File: config.mk
export PLATFORM = sky130hd
export DESIGN_NAME = img_packer_121_flat
export DESIGN_NICKNAME = d
export VERILOG_FILES = /design/src/rtl/img_packer_121_if.sv /design/src/rtl/img_packer_121.sv /design/src/flat_wrapper.sv
export SDC_FILE = /design/constraint.sdc
export NUM_CORES = 2
export LEC_CHECK = 0
export CAP_MARGIN = 15
export CORE_AREA = 2 2 458 551
export DETAILED_ROUTE_END_ITERATION = 16
export DIE_AREA = 0 0 460 553
export PLACE_DENSITY_LB_ADDON = 0.12
export SYNTH_ARGS = -nofsm -noshare
export SYNTH_HDL_FRONTEND = slang
export SYNTH_SLANG_ARGS = --single-unit
File: constraint.sdc
create_clock -name clk -period 156.1 [get_ports clk]
set_clock_uncertainty 0.15 [all_clocks]
set_input_delay 46.83 -clock clk [delete_from_list [all_inputs] [get_ports clk]]
set_output_delay 46.83 -clock clk [all_outputs]
set_load 0.05 [all_outputs]
File: src/rtl/img_packer_121_if.sv
// Pixel-stream input and packed-image output of img_packer_121, grouped as one bundle.
// slave = the packer, master = pixel source plus image consumer.
interface img_packer_121_if #(
  parameter int PIX_W = 8,
  parameter int N_PIX = 121
);
  logic [PIX_W-1:0]       pix_in;
  logic                   pix_valid;
  logic                   pix_sof;
  logic                   pix_ready;
  logic [PIX_W*N_PIX-1:0] img_source;
  logic                   valid_top;
  logic                   ready_top;
  logic                   sof_err;

  modport slave (
    input  pix_in, pix_valid, pix_sof, ready_top,
    output pix_ready, img_source, valid_top, sof_err
  );

  modport master (
    output pix_in, pix_valid, pix_sof, ready_top,
    input  pix_ready, img_source, valid_top, sof_err
  );
endinterface

File: src/rtl/img_packer_121.sv
// Packs a 121-pixel stream MSB-first into one wide image; image valid 1 cycle after last pixel.
// A finished image waits in the assembly buffer (pix_ready low) while the output is still occupied.
module img_packer_121 #(
  parameter int PIX_W = 8,
  parameter int N_PIX = 121
) (
  input logic              clk,
  input logic              rst,
  img_packer_121_if.slave  bus
);
  localparam int IMG_W = PIX_W * N_PIX;
  localparam int CNT_W = $clog2(N_PIX);
  localparam logic [CNT_W-1:0] LAST = CNT_W'(N_PIX - 1);

  typedef enum logic {FILL, WAIT} state_t;

  state_t           state, state_nxt;
  logic [CNT_W-1:0] cnt;
  logic [CNT_W-1:0] idx;
  logic [IMG_W-1:0] asm_buf;
  logic [IMG_W-1:0] asm_nxt;
  logic             live;
  logic             accept;
  logic             complete;
  logic             out_free;
  logic             load_asm;
  logic             load_buf;

  // live keeps pix_ready low until the first edge after reset is released
  assign bus.pix_ready = live && (state == FILL);
  assign accept        = bus.pix_valid && bus.pix_ready;
  assign idx           = bus.pix_sof ? '0 : cnt;
  assign complete      = accept && (idx == LAST);
  assign out_free      = !bus.valid_top || bus.ready_top;

  always_comb begin
    asm_nxt = asm_buf;
    asm_nxt[(N_PIX - 1 - int'(idx)) * PIX_W +: PIX_W] = bus.pix_in;
  end

  always_comb begin
    state_nxt = state;
    load_asm  = 1'b0;
    load_buf  = 1'b0;
    case (state)
      FILL: begin
        if (complete) begin
          if (out_free) load_asm = 1'b1;
          else          state_nxt = WAIT;
        end
      end
      WAIT: begin
        if (out_free) begin
          load_buf  = 1'b1;
          state_nxt = FILL;
        end
      end
    endcase
  end

  always_ff @(posedge clk or posedge rst) begin
    if (rst) begin
      state          <= FILL;
      live           <= 1'b0;
      cnt            <= '0;
      asm_buf        <= '0;
      bus.img_source <= '0;
      bus.valid_top  <= 1'b0;
      bus.sof_err    <= 1'b0;
    end else begin
      state       <= state_nxt;
      live        <= 1'b1;
      bus.sof_err <= accept && bus.pix_sof && (cnt != '0);
      if (accept) begin
        asm_buf <= asm_nxt;
        cnt     <= complete ? '0 : idx + 1'b1;
      end
      if (load_asm) begin
        bus.img_source <= asm_nxt;
        bus.valid_top  <= 1'b1;
      end else if (load_buf) begin
        bus.img_source <= asm_buf;
        bus.valid_top  <= 1'b1;
      end else if (bus.valid_top && bus.ready_top) begin
        bus.valid_top  <= 1'b0;
      end
    end
  end
endmodule
File: src/flat_wrapper.sv
// flat-port wrapper written by rule: the top's interface ports become plain ports
module img_packer_121_flat 
#(
  parameter int PIX_W = 8,
  parameter int N_PIX = 121
)
  (clk, rst, bus_pix_in, bus_pix_valid, bus_pix_sof, bus_ready_top, bus_pix_ready, bus_img_source, bus_valid_top, bus_sof_err);
  img_packer_121_if #(.PIX_W(PIX_W), .N_PIX(N_PIX)) bus_i ();
  input logic clk;
  input logic rst;
  input wire logic [$bits(bus_i.pix_in)-1:0] bus_pix_in;
  input wire logic [$bits(bus_i.pix_valid)-1:0] bus_pix_valid;
  input wire logic [$bits(bus_i.pix_sof)-1:0] bus_pix_sof;
  input wire logic [$bits(bus_i.ready_top)-1:0] bus_ready_top;
  output wire logic [$bits(bus_i.pix_ready)-1:0] bus_pix_ready;
  output wire logic [$bits(bus_i.img_source)-1:0] bus_img_source;
  output wire logic [$bits(bus_i.valid_top)-1:0] bus_valid_top;
  output wire logic [$bits(bus_i.sof_err)-1:0] bus_sof_err;
  assign bus_i.pix_in = bus_pix_in;
  assign bus_i.pix_valid = bus_pix_valid;
  assign bus_i.pix_sof = bus_pix_sof;
  assign bus_i.ready_top = bus_ready_top;
  assign bus_pix_ready = bus_i.pix_ready;
  assign bus_img_source = bus_i.img_source;
  assign bus_valid_top = bus_i.valid_top;
  assign bus_sof_err = bus_i.sof_err;
  img_packer_121 #(.PIX_W(PIX_W), .N_PIX(N_PIX)) u_core (.clk(clk), .rst(rst), .bus(bus_i));
endmodule
# Word level (Yosys, flattened, before mapping)
# Cells that the tools add are included.
op_classes:
  n_shift: 2
  eq_ne: 1
  n_bitwise: 1
  mux: 15
  n_reduce_logical: 11
  add_sub_neg: 3
op_table:
  columns: ["operator", "count"]
  rows:
  - ["$mux W968", 2]
  - ["$bwmux W968", 1]
  - ["$shift A8 B33 Y968 const A", 1]
  - ["$shiftx A8 B33 Y968", 1]
  - ["$neg A32 Y33", 1]
  - ["$mux W7", 2]
  - ["$mux W1", 9]
  - ["$sub A7 B7 Y8 const A", 1]
  - ["$add A7 B1 Y7 const B", 1]
  - ["$eq A7 B7 Y1 const B", 1]
  - ["$reduce_bool A7 Y1", 1]
  - ["$logic_and A1 B1 Y1", 6]
  - ["$reduce_bool A3 Y1", 1]
  - ["$pmux W1 S2", 1]
  - ["$reduce_bool A2 Y1", 1]
  - ["$logic_not A1 Y1", 1]
  - ["$logic_or A1 B1 Y1", 1]
  - ["$not A1 Y1", 1]
word_totals:
  elab_cells: 40
  in_bits: 13
  out_inout_bits: 971
  register_bits: 1947

# Depth between registers and ports, before layout
logic_depth:
  depth_word: 7
  ltp_mapped: 20
  mapped_depth_nobuf: 15

# Least setup slack after synthesis
# No wires, ideal clock.
synth_path:
  kind: "input-to-reg"
  startpoint: "input port bus_pix_sof"
  endpoint: "register u_core.asm_buf[458]"
  cell_stages: 20
  setup_slack_ns: 104.242
  t_arrival_ns: 51.575
  setup_time_ns: 0.133
  path_cell_list: "buf_2 -> buf_2 -> buf_1 -> nor2b_1 -> ha_1 -> or4b_4 -> a21oi_2 -> o211a_1 -> clkbuf_1 -> nand2_1 -> ha_1 -> nand4bb_1 -> nor4_2 -> o2111ai_4 -> nor2_2 -> buf_2 -> clkbuf_1 -> nand4_1 -> nand2_1 -> o21ai_0"
synth_between:
  elab_chain_len: 5
  elab_cells_between_ends: 6
  cone_classes: "add/sub (2); shift (2); mux (2)"
synth_rtl:
  columns: ["element", "line", "source"]
  rows:
  - ["from (decl)", "flat_wrapper.sv:13", "input wire logic [$bits(bus_i.pix_sof)-1:0] bus_pix_sof;"]
  - ["$mux W7 *", "img_packer_121.sv:32", "assign idx = bus.pix_sof ? '0 : cnt;"]
  - ["$sub A7 B7 Y8 *", "img_packer_121.sv:38", "asm_nxt[(N_PIX - 1 - int'(idx)) * PIX_W +: PIX_W] = bus.pix_in;"]
  - ["$neg A32 Y33 *", "img_packer_121.sv:38", null]
  - ["$shiftx A8 B33 Y968 / $shift A8 B33 Y968 (equally long branches)", "img_packer_121.sv:38", null]
  - ["$bwmux W968 *", "img_packer_121.sv:38", null]
  - ["to (signal assigned)", "img_packer_121.sv:75", "asm_buf <= asm_nxt;"]
  - ["to (decl)", "img_packer_121.sv:20", "logic [IMG_W-1:0] asm_buf;"]
# Every way passes the cells marked *; elsewhere a longest branch is shown, timed or not.
# A chain may end at the register's enable or synchronous reset.

# Worst setup path after layout
layout_path:
  startpoint: "input port bus_pix_sof"
  endpoint: "register u_core.asm_buf[221]"
# The elaborated chain is that of the path after synthesis.

==> impl_metrics.env <==
export IMPL_status="completed"
export IMPL_grt_pass1_wl_um=436000
export IMPL_critical_path_arrival_ps=53880
export IMPL_numCtsBuffers=215
export IMPL_peakVddDrop_mv=0.00832
export IMPL_worstPathMaxFanout=31
export IMPL_grt_total_usage=0.234
export IMPL_drt_pass1_iter_count=6
export IMPL_r2r_start="u_core.cnt[3]"
export IMPL_path_clk_slew_ps=60
export IMPL_ff2ff_setup_slack_ps=148580
export IMPL_grt_max_degree=215
export IMPL_boundaryPins=984
export IMPL_slew_headroom=0.191
export IMPL_dp_slack_ps=101840
export IMPL_synth_area_per_cell_um2=9.67
export IMPL_worst_hold_path_type="flip-flop to flip-flop"
export IMPL_drt_total_wl_um=302000
export IMPL_vias_per_cell=4.88
export IMPL_grt_overflow=0
export IMPL_timing_setup_tns_ps=0
export IMPL_netlist_cell_type_count=72
export IMPL_whs_endpoint="u_core.bus.img_source[681]"
export IMPL_fin_total_pwr_w=0.00108
export IMPL_port_buffers=983
export IMPL_slowest_stage="nor2_4"
export IMPL_timing_final_crit_share=0.341
export IMPL_final_nets=8594
export IMPL_async_reset_ff_frac=1.00
export IMPL_hpwl_um=198000
export IMPL_grt_pass1_vias=58800
export IMPL_dieWidth_um=460
export IMPL_num_vias=58600
export IMPL_ys_seq_area_frac=0.654
export IMPL_setup_slack_ps=102800
export IMPL_num_rows=201
export IMPL_drv_cap=0
export IMPL_fin_cells=12000
export IMPL_setup_viol_count_final=0
export IMPL_cts_resized=0
export IMPL_reg2reg_to="u_core.asm_buf[221]"
export IMPL_ctsHoldBuffers=0
export IMPL_postCtsSetupBuffers=0
export IMPL_clk_latency_ps=900
export IMPL_path_cells="clkdlybuf4s50_1 -> buf_4 -> nand2b_1 -> ha_1 -> xnor2_1 -> nor4_1 -> o211a_1 -> nand2_1 -> ha_1 -> nand4bb_1 -> nor4_2 -> o2111ai_4 -> nor2_4 -> buf_4 -> o211ai_2 -> o21ai_0 -> o21ai_0"
export IMPL_clock_fmax_ghz=0.0188
export IMPL_initial_core_util=0.299
export IMPL_routedWlPerCell_um=25.2
export IMPL_dpl_cell_count=11600
export IMPL_drc=0
export IMPL_post_route_min_period_ps=53300
export IMPL_die_h_um=553
export IMPL_leakage_nw=45.3
export IMPL_cts_tree="built"
export IMPL_drt_iter0_drc=4858
export IMPL_hp_start="u_core.asm_buf[681]"
export IMPL_final_util=0.382
export IMPL_cp_required_ps=156680
export IMPL_areaGrowthSynthToFinish_pct=27.6
export IMPL_tightest_slew_ps=1200
export IMPL_worstSetupPathType="primary input to flip-flop"
export IMPL_max_stage_delay_ps=880
export IMPL_ant_nets=0
export IMPL_rsz0062_at_grt="no"
export IMPL_worstSetupStartpointType="primary input"
export IMPL_hold_violations=0
export IMPL_gp_congestion=0.819
export IMPL_final_layout_size_suffix_gt1_frac=0.0775
export IMPL_n_fill_cell=24900
export IMPL_floorplan_die_area_mm2=0.254
export IMPL_postSynthCellCount=7698
export IMPL_h_tree_depth=4
export IMPL_core_mm2=0.249
export IMPL_holdPathStages=2
export IMPL_syn_num_nets=7722
export IMPL_yosys_warnings=0
export IMPL_antenna_found_initial=27
export IMPL_pwr_density_cell_mw_per_mm2=11.3
export IMPL_ctsLongestPathBuffers=4
export IMPL_synth_top_flop_cell="dfrtp_1"
export IMPL_synth_edf_count=0
export IMPL_ys_seq_elements=1947
export IMPL_rr_worst_depth=15
export IMPL_cts_root_buffer="clkbuf_16"
export IMPL_cts_sinks=1947
export IMPL_end_kind="flip-flop"
export IMPL_slew_violations=0
export IMPL_syn_cell_area_mm2=0.0745
-- critical path, delay by kind of cell --
| family | cells | cell delay (ps) |
|---|---|---|
| AO/OA/AOI/OAI | 5 | 2060 |
| adder cells (fa/ha/maj) | 2 | 730 |
| buffers and inverters | 3 | 1650 |
| AND/OR/NAND/NOR | 6 | 2420 |
| XOR/XNOR | 1 | 100 |
-- cells in the mapped netlist (3+ instances only) --
cell,instances,share of area
nand2_1,3682,0.19
dfrtp_1,1947,0.65
o21ai_0,939,0.063
clkbuf_1,349,0.018
nand4_1,95,0.0080
o221a_2,92,0.014
buf_2,79,0.0053
o21ai_1,63,0.0042
nand3b_1,48,0.0048
nand3_1,45,0.0030
nor3_1,44,0.0030
nor2_1,32,0.0016
a21oi_1,30,0.0020
nand2b_1,30,0.0025
o2111ai_4,18,0.0064
nor2b_1,15,0.0013
buf_1,13,0.00066
inv_1,12,0.00060
mux2_2,12,0.0018
ha_1,11,0.0018
o2111ai_2,9,0.0018
and3_1,8,0.00067
buf_4,8,0.00081
buf_6,8,0.0012
o211ai_1,8,0.00081
a21oi_2,7,0.00082
a31oi_1,7,0.00059
nor4_4,7,0.0020
and2_1,5,0.00042
nor4_1,5,0.00042
nand4b_1,4,0.00047
or2_2,4,0.00034
or3_1,4,0.00034
a2111oi_0,3,0.00035
and4b_1,3,0.00040
o2111ai_1,3,0.00035
o211a_1,3,0.00040
xnor2_1,3,0.00035
-- flip-flops by register name, summed over array words and instances, names as in the netlist --
register and flops:
u_core.bus.img_source 968, u_core.bus.sof_err 1, u_core.live 1, u_core.asm_buf 968
u_core.cnt 7, u_core.state 1, u_core.bus.valid_top 1
-- placed cells by master, fill, tap and decap left out, drive strengths merged, types with 5 or more instances in the layout --
cell type      instances
buf                  130
clkinv                22
dfrtp               1947
inv                   19
and3                   8
nor4                  14
and2                   5
o21ai               1003
or2                    5
o211ai                10
nor3                  44
a31oi                  7
nand3                 45
o221a                 92
a21oi                 37
nand4                 95
bufinv                14
diode                 14
nand2b                30
nand2               3682
nor2                  36
ha                    11
clkdlybuf4s50        983
nor2b                 15
o2111ai               30
clkbuf               331
nand3b                48
mux2                  12
-- how the worst max path moves through the flow --
stage / startpoint / slack, ps / cells past startpoint / endpoint
2_1_floorplan: rst / 54130 / 1 / u_core.asm_buf[0]
3_3_place_gp: bus_pix_sof / 102090 / 17 / u_core.asm_buf[233]
3_5_place_dp: bus_pix_sof / 101840 / 17 / u_core.asm_buf[235]
4_1_cts: bus_pix_sof / 102780 / 17 / u_core.asm_buf[228]
5_1_grt: bus_pix_sof / 102400 / 17 / u_core.asm_buf[225]
6_report: bus_pix_sof / 102800 / 17 / u_core.asm_buf[221]
-- where the power goes --
| part | internal, W | switching (W) | leakage, nW | total [W] |
|---|---|---|---|---|
| clock network | 0.000305 | 0.000216 | 3.50 | 0.000522 |
| registers | 0.000511 | 0.00000535 | 27.2 | 0.000517 |
| logic | 0.00000680 | 0.0000304 | 14.7 | 0.0000372 |
| total | 0.000823 | 0.000252 | 45.3 | 0.00108 |
-- routing by layer --
metal	vias up	track usage	wire length (um)
li1	26800	-	-
met1	29600	0.317	133000
met2	1743	0.366	138000
met3	464	0.0429	17600
met4	8	0.0993	13800
met5	-	0	54
-- kinds of logic (layout without fill, tap and decap cells) --
group	after synthesis	count (layout)	synth area share
buffers and inverters	470	1503	0.0262
XOR/XNOR	3	3	0.000353
flip-flops	1947	1947	0.654
adder cells (fa/ha/maj)	11	11	0.00185
multiplexers	12	12	0.00181
AND/OR/NAND/NOR	4049	4049	0.217
other	1	15	0.0000504
AO/OA/AOI/OAI	1205	1205	0.0981
-- area by class of cell --
class | count | area, um^2 | area share
inverters | 12 | 52.6 | 0.000553
diodes | 14 | 35.0 | 0.000369
repair buffers | 1113 | 10900 | 0.115
clock inverters | 47 | 709 | 0.00747
multi-input cells | 5281 | 24100 | 0.253
clock buffers | 331 | 6430 | 0.0676
well taps | 3248 | 4060 | 0.0428
flip-flops and latches | 1947 | 48700 | 0.513
-- through the flow --
stage / instance area (um^2) / hold slack (ps)
6_report: 95000 / 284
5_1_grt: 95000 / 323
4_1_cts: 95000 / 292
3_5_place_dp: 87800 / 300
3_3_place_gp: 87800 / 292
2_1_floorplan: 74500 / 282
Note: power is estimated with default switching activity, not from simulation.
